`src/rtl/acc_nibble_serial.sv`:
```
// Nibble-serial unsigned accumulator: one 4-bit CLA slice per cycle folds an
// operand into an ACC_W-bit sum. The low APP_NIBBLES slices drop cin from their carry-out.
module acc_nibble_serial #(
  parameter int DATA_W      = 16,
  parameter int ACC_W       = 20,
  parameter int APP_NIBBLES = 2
) (
  input  logic              clk,
  input  logic              rst_n,
  input  logic              clr,
  input  logic              in_valid,
  output logic              in_ready,
  input  logic [DATA_W-1:0] in_data,
  input  logic              in_last,
  output logic              out_valid,
  input  logic              out_ready,
  output logic [ACC_W-1:0]  out_data
);
  localparam int NN = ACC_W / 4;
  localparam int KW = (NN > 1) ? $clog2(NN) : 1;

  typedef enum logic [1:0] {IDLE, ADD, HOLD} state_t;

  // Handshake: a transfer happens on a rising edge where valid & ready are both 1.
  // in_valid/out_ready may change freely; out_data is held stable while out_valid=1.
  state_t           state;
  logic [ACC_W-1:0] acc;
  logic [ACC_W-1:0] op;
  logic [ACC_W-1:0] acc_nx;
  logic [KW-1:0]    k;
  logic             carry;
  logic             last_q;

  logic [3:0] a;
  logic [3:0] b;
  logic [3:0] p;
  logic [3:0] g;
  logic [3:0] c;
  logic [3:0] sum;
  logic       approx;
  logic       cout;
  logic       k_last;

  assign in_ready = rst_n & ~clr & (state == IDLE);

  always_comb begin
    a      = acc[4*k +: 4];
    b      = op[4*k +: 4];
    p      = a ^ b;
    g      = a & b;
    c[0]   = carry;
    c[1]   = g[0] | (p[0] & carry);
    c[2]   = g[1] | (p[1] & g[0]) | (p[1] & p[0] & carry);
    c[3]   = g[2] | (p[2] & g[1]) | (p[2] & p[1] & g[0]) | (p[2] & p[1] & p[0] & carry);
    sum    = p ^ c;
    approx = (int'(k) < APP_NIBBLES);
    // Approximate slices keep cin in their sum bits but not in the propagate-all carry term.
    cout   = g[3] | (p[3] & g[2]) | (p[3] & p[2] & g[1]) | (p[3] & p[2] & p[1] & g[0])
           | (~approx & (&p) & carry);
    acc_nx = acc;
    acc_nx[4*k +: 4] = sum;
    k_last = (int'(k) == NN - 1);
  end

  always_ff @(posedge clk) begin
    if (!rst_n) begin
      state     <= IDLE;
      acc       <= '0;
      op        <= '0;
      k         <= '0;
      carry     <= 1'b0;
      last_q    <= 1'b0;
      out_valid <= 1'b0;
      out_data  <= '0;
    end else if (clr) begin
      state     <= IDLE;
      acc       <= '0;
      k         <= '0;
      carry     <= 1'b0;
      out_valid <= 1'b0;
    end else begin
      case (state)
        IDLE: begin
          if (in_valid) begin
            op     <= ACC_W'(in_data);
            last_q <= in_last;
            k      <= '0;
            carry  <= 1'b0;
            state  <= ADD;
          end
        end
        ADD: begin
          acc   <= acc_nx;
          carry <= cout;
          k     <= k + 1'b1;
          if (k_last) begin
            // Final carry-out is dropped: the sum wraps modulo 2^ACC_W.
            k <= '0;
            if (last_q) begin
              out_valid <= 1'b1;
              out_data  <= acc_nx;
              state     <= HOLD;
            end else begin
              state <= IDLE;
            end
          end
        end
        HOLD: begin
          if (out_ready) begin
            acc       <= '0;
            out_valid <= 1'b0;
            state     <= IDLE;
          end
        end
        default: state <= IDLE;
      endcase
    end
  end
endmodule

```
`config.mk`:
```
export PLATFORM = sky130hd
export DESIGN_NAME = acc_nibble_serial
export DESIGN_NICKNAME = d
export VERILOG_FILES = /design/src/rtl/acc_nibble_serial.sv
export SDC_FILE = /design/constraint.sdc
export NUM_CORES = 1
export LEC_CHECK = 0
export CORE_MARGIN = 2
export CORE_UTILIZATION = 42
export CTS_CLUSTER_SIZE = 20
export DETAILED_ROUTE_END_ITERATION = 12
export PLACE_DENSITY_LB_ADDON = 0.05
export SETUP_SLACK_MARGIN = 0.15
export SLEW_MARGIN = 5
export SYNTH_ARGS = -nofsm -noshare
export SYNTH_HDL_FRONTEND = slang
export SYNTH_SLANG_ARGS = --single-unit
export TNS_END_PERCENT = 20
```
`constraint.sdc`:
```
create_clock -name clk -period 3.5 [get_ports clk]
set_input_delay 0.7 -clock clk [delete_from_list [all_inputs] [get_ports clk]]
set_output_delay 0.7 -clock clk [all_outputs]
set_load 0.1 [all_outputs]
```
Word-level counts from Yosys, hierarchy flattened --
Cells that the tools add are included.
Word-level totals: bits in registers 64, bits in latches 0, bits in writable memories 0, bits in read-only memories 0, input port bits 22, output and inout port bits 22, word-level logic and storage cells 84, memories kept 0
Cells by class: add/sub/neg operators 2, multiply operators 0, div/mod/pow operators 0, order comparisons 1, equal/unequal tests 7, shift operators 4, mux-type cells 17, bitwise gates (word level) 34, reduce and logical (&&, ||, !) cells 11
Operator list (count):
- $pmux 20 s2 | 1
- $shiftx 20x6->4 | 2
- $neg 5->34 | 1
- $shift 4x34->20 const A | 1
- $shiftx 4x34->20 | 1
- $bwmux 20 | 1
- $mux 20 | 1
- $and 1x1->1 | 18
- $reduce_and 4->1 | 3
- $or 1x1->1 | 10
- $mux 2 | 4
- $ne 2x2->1 const B | 4
- $xor 4x4->4 | 2
- $mux 3 | 2
- $pmux 2 s3 | 1
- $pmux 3 s2 | 1
- $reduce_and 3->1 | 2
- $and 4x4->4 | 1
- $mux 1 | 4
- $pmux 1 s2 | 2
- $reduce_and 2->1 | 2
- $reduce_bool 2->1 | 2
- $add 3x1->3 const B | 1
- $eq 3x3->1 const B | 1
- other kinds (6) | 8

Depth between registers and ports, before layout --
depth in word-level cells 10, depth in mapped cells 11, depth with buffers taken out 9

Least setup slack after synthesis --
No wires, ideal clock.
kind input to output, start point in clr, end point out in_ready, arrival time 3.100 ns, data required time 2.800 ns, setup slack -0.300 ns, cell stages on the path 3, path buffers 1, cells stage by stage nand2b_1 > clkbuf_1 > nor3_1
On the way: word-level cells in the longest chain between the ends 3
Ends and longest elaborated chain:
- from (decl) | line 10 | input logic clr,
- $not 1->1 (no source line)
- $and 1x1->1 (2 in a row) | line 44 | assign in_ready = rst_n & ~clr & (state == IDLE);
- to (decl) | line 12 | output logic in_ready,
No other way between the ends.

Worst setup path in the final report --
start point reg k[1], end point reg out_data[11]
On the way: word-level cells in the longest chain between the ends 9
Ends and longest elaborated chain:
- from (decl) | line 30 | logic [KW-1:0] k;
- from (signal assigned) | line 95 | k <= k + 1'b1;
- $shiftx 20x6->4, on equally long branches | line 47, 48
- $xor 4x4->4 / $and 4x4->4 (equally long branches) | line 49, 50
- $and 1x1->1 | line 54 | c[3] = g[2] | (p[2] & g[1]) | (p[2] & p[1] & g[0]) | (p[2] & p[1] & p[0] & carry);
- $or 1x1->1 / $and 1x1->1 (equally long branches) (2 in a row) | line 54
- $or 1x1->1 | line 54
- $xor 4x4->4 | line 55 | sum = p ^ c;
- $shiftx 4x34->20 | line 61 | acc_nx[4*k +: 4] = sum;
- $bwmux 20 | line 61
- to (signal assigned) | line 101 | out_data <= acc_nx;
- to (decl) | line 17 | output logic [ACC_W-1:0] out_data
Parallel ways exist; a longest one is shown, timed or not. A chain may end at the register's enable or synchronous reset.

==> impl_metrics.sql <==
INSERT INTO impl_metrics (metric_group, metric, value, unit) VALUES
('global_routing', 'number_of_global_route_vias_before_repair', '2924', ''),
('sta', 'final.setup.tns', '0', 'ps'),
('clock_network', 'clk-insertion-delay-late', '340', 'ps'),
('yosys', 'syn-cell-area', '3329', 'um^2'),
('layout', 'multi_input_area', '1894', 'um^2'),
('global_routing', 'grt.total_usage', '21.80', '%'),
('yosys', 'fraction_of_the_yosys_area_taken_by_sequential_cells', '38.48', '%'),
('critical_path', 'setup.worst_path.class', 'register to register', ''),
('yosys', 'synth_warnings', '0', ''),
('route', 'drc', '0', ''),
('pwr', 'max-vdd-ir-drop', '0.1673', 'mV'),
('clock_network', 'cts.repair.resized', '0', ''),
('yosys', 'yosys.cell_types.count', '56', ''),
('sta', 'fin_hold_viols', '0', ''),
('critical_path', 'critical-path-slowest-cell', 'sky130_fd_sc_hd__dfxtp_1', ''),
('global_routing', 'global_route.overflow_total', '0', ''),
('route', 'dr.pass1.iters', '4', ''),
('critical_path', 'worstSetupEndpointType', 'register', ''),
('layout', 'post_route_cells_drive_above_1_share', '11.76', '%'),
('layout', 'final_cell_mix', 'sky130_fd_sc_hd__nand2_1, sky130_fd_sc_hd__dfxtp_1, sky130_fd_sc_hd__a21oi_1, sky130_fd_sc_hd__clkdlybuf4s50_1, sky130_fd_sc_hd__o21ai_0', ''),
('pwr', 'p_leak', '1.343', 'nW'),
('floorplan', 'die-width', '93.04', 'um'),
('clock_network', 'clk_root_buffer_cell', 'sky130_fd_sc_hd__clkbuf_8', ''),
('sta', 'rsz_0062_raised_after_global_routing', 'false', ''),
('layout', 'most_frequent_standard_cell_in_the_layout_excluding_fill_and_tap_cells', 'sky130_fd_sc_hd__nand2_1', ''),
('floorplan', 'core', '7687', 'um^2'),
('global_routing', 'antenna_found_initial', '0', ''),
('placed_design', 'half_perimeter_wire_length_after_detailed_placement', '6.181', 'mm'),
('sta', 'final.min_clock_period', '3018', 'ps'),
('worst_hold_path', 'timing.hold.worst.class', 'register to register', ''),
('clock_network', 'clock_sinks', '64', ''),
('layout', 'fillerInstances', '751', ''),
('yosys', 'synth.largest_area_cell', 'sky130_fd_sc_hd__dfxtp_1', ''),
('layout', 'syn2layout_area_growth', '21.35', '%'),
('critical_path', 'cp.arrival', '3240', 'ps'),
('global_routing', 'grt_max_degree', '39', ''),
('pwr', 'finalPower', '0.001425', 'W'),
('status', 'status', 'finished, final reports clean', ''),
('layout', 'final-instance-count-excl-fill', '544', ''),
('flow_run', 'drv_cap', '0', ''),
('clock_network', 'htree_num_levels', '3', ''),
('floorplan', 'num_io_pins', '44', ''),
('critical_path', 'worst_setup_sp_type', 'register', ''),
('yosys', 'dominantRegCellSynth', 'sky130_fd_sc_hd__dfxtp_1', ''),
('route', 'wire_per_inst', '16.03', 'um'),
('placed_design', 'numPortBuffers', '43', ''),
('layout', 'final_nets', '475', ''),
('route', 'number_of_drc_markers_after_the_initial_detailed_route_iteration', '196', ''),
('yosys', 'synth_top_area_cells', 'sky130_fd_sc_hd__dfxtp_1, sky130_fd_sc_hd__nand2_1, sky130_fd_sc_hd__a21oi_1, sky130_fd_sc_hd__mux4_2, sky130_fd_sc_hd__ha_1', ''),
('yosys', 'async_flop_share', '0', '%'),
('sta', 'layout_skew', '4.409', 'ps'),
('sta', 'post-route-period-util', '86.24', '%'),
('route', 'detailroute.via_count', '3023', ''),
('critical_path', 'worstPathMaxFanout', '17', ''),
('pwr', 'power.density', '352.7', 'nW/um^2'),
('clock_network', 'cts_max_path_buffers', '2', ''),
('critical_path', 'worstPathCellList', 'buf_4, mux4_2, and2_1, ha_1, a21oi_1, nand4_1, a32oi_1, a21oi_1', ''),
('clock_network', 'cts.reportedPaths.clkPinSlew', '70', 'ps'),
('clock_network', 'cts_setup_buffers', '0', ''),
('sta', 'final_max_slew_viols', '0', ''),
('placed_design', 'place_congestion', '0.9112', ''),
('floorplan', 'fp-row-count', '32', ''),
('clock_network', 'numCtsBuffers', '9', ''),
('critical_path', 'critPathRequiredTime', '3720', 'ps'),
('critical_path', 'cp_top_family', 'flip-flops', ''),
('sta', 'maxSlewHeadroom', '34.42', '%'),
('sta', 'transition_time_at_the_pin_with_the_least_slew_margin', '980.7', 'ps'),
('route', 'avgViaCountPerCell', '5.557', ''),
('critical_path', 'path_buf_inv', '1', ''),
('placed_design', 'placed_cells_incl_taps', '531', ''),
('yosys', 'synth_cells', '398', '');
tightest hold or removal path, stage by stage (launching register included):
cell and delay, ps:
sky130_fd_sc_hd__dfxtp_1 310, sky130_fd_sc_hd__nand2_1 50, sky130_fd_sc_hd__a21oi_1 50
layer usage:
layer	routed length, um	GRT usage (%)	vias to the layer above	part of all wire [%]
met5	0	0	-	0
met2	3931	33.45	82	45
met4	203	9.804	0	2.3
met1	4184	30.76	1418	48
li1	-	-	1508	-
met3	402	2.659	15	4.6
path summary, 6_finish.rpt:
check | startpoint | to | slack, ps | depth (start not counted)
worst max-delay path | k[1] | out_data[11] | 480 | 8
worst min-delay path | op[14] | op[14] | 450 | 2
worst max register to register | k[1] | out_data[11] | 480 | 8
worst min register to register | op[14] | op[14] | 450 | 2
power by group:
part	switching [W]	internal [W]	total (W)
logic	0.0000719	0.0000547	0.000127
clock network	0.000269	0.000283	0.000552
registers	0.00000778	0.000738	0.000746
total	0.000349	0.00108	0.00142
synthesized netlist by cell type, types with 2 or more instances:
cell                       instances
sky130_fd_sc_hd__a211oi_1          6
sky130_fd_sc_hd__a21oi_1          43
sky130_fd_sc_hd__a22oi_1           3
sky130_fd_sc_hd__a31oi_1           9
sky130_fd_sc_hd__and2_1            9
sky130_fd_sc_hd__buf_1             2
sky130_fd_sc_hd__buf_2            11
sky130_fd_sc_hd__buf_4             3
sky130_fd_sc_hd__clkbuf_1          7
sky130_fd_sc_hd__dfxtp_1          64
sky130_fd_sc_hd__ha_1             12
sky130_fd_sc_hd__inv_1            10
sky130_fd_sc_hd__mux2_2            2
sky130_fd_sc_hd__mux2i_1           3
sky130_fd_sc_hd__mux4_2            7
sky130_fd_sc_hd__nand2_1          70
sky130_fd_sc_hd__nand2b_1          6
sky130_fd_sc_hd__nand3_1          20
sky130_fd_sc_hd__nand4_1           6
sky130_fd_sc_hd__nor2_1           24
sky130_fd_sc_hd__nor2b_1           2
sky130_fd_sc_hd__nor3_1            7
sky130_fd_sc_hd__nor3_2            2
sky130_fd_sc_hd__nor3b_1           2
sky130_fd_sc_hd__nor4b_2           2
sky130_fd_sc_hd__o211ai_1          4
sky130_fd_sc_hd__o21ai_0          27
sky130_fd_sc_hd__o22ai_1           3
sky130_fd_sc_hd__o311ai_2          2
sky130_fd_sc_hd__or2_2             2
sky130_fd_sc_hd__or3_1             2
sky130_fd_sc_hd__or3b_1            2
cell type report:
cell class | count | area share, %
Clock buffer | 12 | 3.840
Timing Repair Buffer | 55 | 13.13
Clock inverter | 1 | 0.1239
Sequential cell | 64 | 31.74
Multi-Input combinational cell | 298 | 46.89
Tap cell | 102 | 3.159
Inverter | 12 | 1.115
cell families (layout without fill, tap and decap cells):
| logic type | after synthesis | count (layout) | synth area share [%] |
|---|---|---|---|
| compound gates | 109 | 109 | 20.78 |
| xor+xnor | 2 | 2 | 0.5262 |
| fa+ha+maj | 13 | 13 | 5.111 |
| buf+inv | 36 | 80 | 5.036 |
| flops | 64 | 64 | 38.48 |
| mux | 12 | 12 | 6.313 |
| simple gates | 162 | 162 | 23.75 |
flip-flops by register name (all words and copies together) (netlist names):
register,count
acc,20
carry,1
k,3
last_q,1
op,16
out_data,20
out_valid,1
state,2
through the flow:
step / worst slack (ps) / hold slack, ps / util (%) / area [um^2]
after floorplan: 556.7 / 431.8 / - / 3334
after CTS: 354.1 / 457.3 / 52.54 / 4039
after global routing: 244.9 / 473.1 / 52.56 / 4040
final: 481.6 / 454.6 / 52.56 / 4040
after detailed placement: 343.0 / 448.2 / 50.46 / 3879
after global placement: 461.2 / 443.7 / 50.46 / 3879
Note: power is estimated with default switching activity, not from simulation.
==> patch (same flow settings) <==
Encoding of `state_t`: now one-hot (3 bits for 3 states).
--- a/src/rtl/acc_nibble_serial.sv
+++ b/src/rtl/acc_nibble_serial.sv
@@ -20,5 +20,5 @@
   localparam int KW = (NN > 1) ? $clog2(NN) : 1;
 
-  typedef enum logic [1:0] {IDLE, ADD, HOLD} state_t;
+  typedef enum logic [2:0] {IDLE = 3'b001, ADD = 3'b010, HOLD = 3'b100} state_t;
 
   // Handshake: a transfer happens on a rising edge where valid & ready are both 1.
Check against the original RTL: same outputs for any inputs over 4 cycles, from zero or initial values and one cycle with rst_n low; so few cycles prove little.
==> patch against the unedited design <==
Cell area is 0.87% higher; die area is 0.79% higher; hold slack got worse by 0.0025 ns; critical path type unchanged; synthesized cell count did not move; count of clock-buffer cells in the layout unchanged; area after synthesis increased by 0.83%; total power increased by 2.2%; via count is 0.86% higher; highest routed layer unchanged; worst setup slack lost 0.027 ns; routed wire length increased by 4.3%; sequential cell count rose by 1; sequential power up 1%.
==> patch: results (changes against the unedited design) <==
| Metric | Value |
|---|---|
| Critical path peak fanout | `10 (-7)` |
| Placed Instances | `527 (-0.75%)` |
| Ys Warns | `0 (unchanged)` |
| Static leakage | `1.46 nW (+8.7%)` |
| Mapped Nets | `433 (unchanged)` |
| All-Layer GR Usage | `22.4% (+0.64 points)` |
| Layout fillers | `743 (-1.1%)` |
| Met3 global-route usage | `4.51% (+1.9 points)` |
| Skew final | `0.00817 ns (+0.00377 ns)` |
| Async SR Flop Fraction | `0% (unchanged)` |
| Clock Tree Buf Depth | `2 (unchanged)` |
| Worst Tran Pin Value | `0.967 ns (-0.0137 ns)` |
| Detailed-route wire length per cell | `16.8 µm (+4.7%)` |
| M2 GR Usage | `35.6% (+2.1 points)` |
| Via/cell ratio | `5.63 (+1.2%)` |
| WP data arrival | `3.30 ns (+0.06 ns)` |
| Post-synthesis average cell area | `8.43 µm² (+0.83%)` |
| Clock latency on the worst-skew pair | `0.35 ns` |
| Root Driver | `clkbuf_8` |
| Input/output buffers | `43 (unchanged)` |
| Initial DRC Count | `151 (-23%)` |
| First-pass GRT wire length | `15100 µm (+2.2%)` |
| Nets | `471 (-0.84%)` |
| Layout cells sized above 1 | `10.0% (-1.8 points)` |
| VDD IR max | `0.193 mV (+15%)` |
| Clk pin slew, worst setup/hold paths | `0.07 ns (about the same)` |
| Inserted Clock Buffers | `9 (unchanged)` |
| Vias in the first global route | `2916 (-0.27%)` |
| Ant. Diodes | `0 (unchanged)` |
| Post-synthesis sequential area ratio | `38.8% (+0.28 points)` |
| GP Congestion | `0.886 (-2.8%)` |
| Drt pass-1 iters | `5 (+1)` |
| Met1 usage | `30.1% (-0.62 points)` |
| Yosys cell types | `58 (+3.6%)` |
| Initial antenna violation count | `0 (unchanged)` |
| CP top delay family | `compound AO/OA/AOI/OAI gates` |
| Largest net degree at the start of global routing | `35 (-10%)` |
| Synth top cells by count | `nand2_1, dfxtp_1, a21oi_1` |
| Status | `finished clean` |
| Htree depth | `3 (unchanged)` |
| Hpwl dp | `6660 µm (+7.8%)` |
| Final WL | `9100 µm (+4.3%)` |
| Slowest CP cell | `o31ai_2` |
| Biggest regs | `acc x20, out_data x20, op x16` |
| Synth top area cells | `dfxtp_1, nand2_1, a21oi_1` |
| Min-Delay Path Class | `flop to flop` |
| Slowest stage delay, CP | `0.51 ns (-0.27 ns)` |
[patch: changes by cell type after synthesis, moves of 5 or more]
cell,change
a22o_1,+6
clkbuf_1,+8
a21oi_1,+8
nand3_1,-5
nor2_1,-6
[patch: per-stage QoR]
stage | instance area [µm²] | setup WS (ns) | power, mW
3_5_place_dp | 3890 | 0.283 | 0.881
4_1_cts | 4070 | 0.251 | 1.47
5_1_grt | 4080 | 0.155 | 1.51
3_3_place_gp | 3890 | 0.389 | 0.880
6_report | 4080 | 0.454 | 1.46
2_1_floorplan | 3370 | 0.446 | 0.832
[patch: worst register-to-register path: cells and delay by family (launching register included)]
| family | cells | cell delay (ns) |
|---|---|---|
| flops | 1 | 0.47 |
| mux | 1 | 0.47 |
| fa+ha+maj | 1 | 0.33 |
| compound gates | 2 | 0.84 |
| buf+inv | 1 | 0.18 |
| simple gates | 3 | 0.67 |
[patch: what timing repair did]
item | in CTS | in global routing
resized for setup | 0 | 1
buffers inserted | 0 | 0
endpoints found under the setup margin | 0 | 2
[patch: logic make-up (layout without fill, tap and decap cells)]
kind of cell	after synthesis	in the layout	share of synthesized area (%)
adder cells (fa/ha/maj)	13	13	5.07
flip-flops	65	65	38.8
multiplexers	8	8	4.99
buffers and inverters	35	77	4.85
XOR/XNOR	2	2	0.522
AO/OA/AOI/OAI	125	125	23.7
AND/OR/NAND/NOR	150	150	22.1
[patch: cell type report]
| cell class | instances | area (µm²) | share of cell area (%) |
|---|---|---|---|
| inverter | 7 | 26.3 | 0.645 |
| tap | 102 | 128 | 3.13 |
| clock buffer | 12 | 165 | 4.05 |
| multi-input combinational | 298 | 1910 | 46.8 |
| timing repair buffer | 55 | 531 | 13.0 |
| clock inverter | 3 | 15.0 | 0.368 |
| sequential | 65 | 1300 | 32.0 |
[patch: layer usage]
metal  wire, µm  vias to the layer above
li1           -                     1528
met1       4200                     1441
met2       4240                       70
met3        537                       10
met4        121                        0
met5          0                        -
[patch: path summary, 6_finish.rpt]
path | cells after the start | endpoint | slack, ns | from
max reg2reg | 8 | acc[3]$_SDFFE_PP0P_ | 0.45 | k[0]$_SDFFE_PP0P_
min reg2reg | 2 | out_data[16]$_SDFFE_PN0P_ | 0.45 | out_data[16]$_SDFFE_PN0P_
min | 2 | out_data[16]$_SDFFE_PN0P_ | 0.45 | out_data[16]$_SDFFE_PN0P_
max | 8 | acc[3]$_SDFFE_PP0P_ | 0.45 | k[0]$_SDFFE_PP0P_
[patch: power breakdown]
part | internal, mW | switching, mW
combinational | 0.0489 | 0.0572
clock | 0.307 | 0.286
sequential | 0.750 | 0.00778
total | 1.11 | 0.351
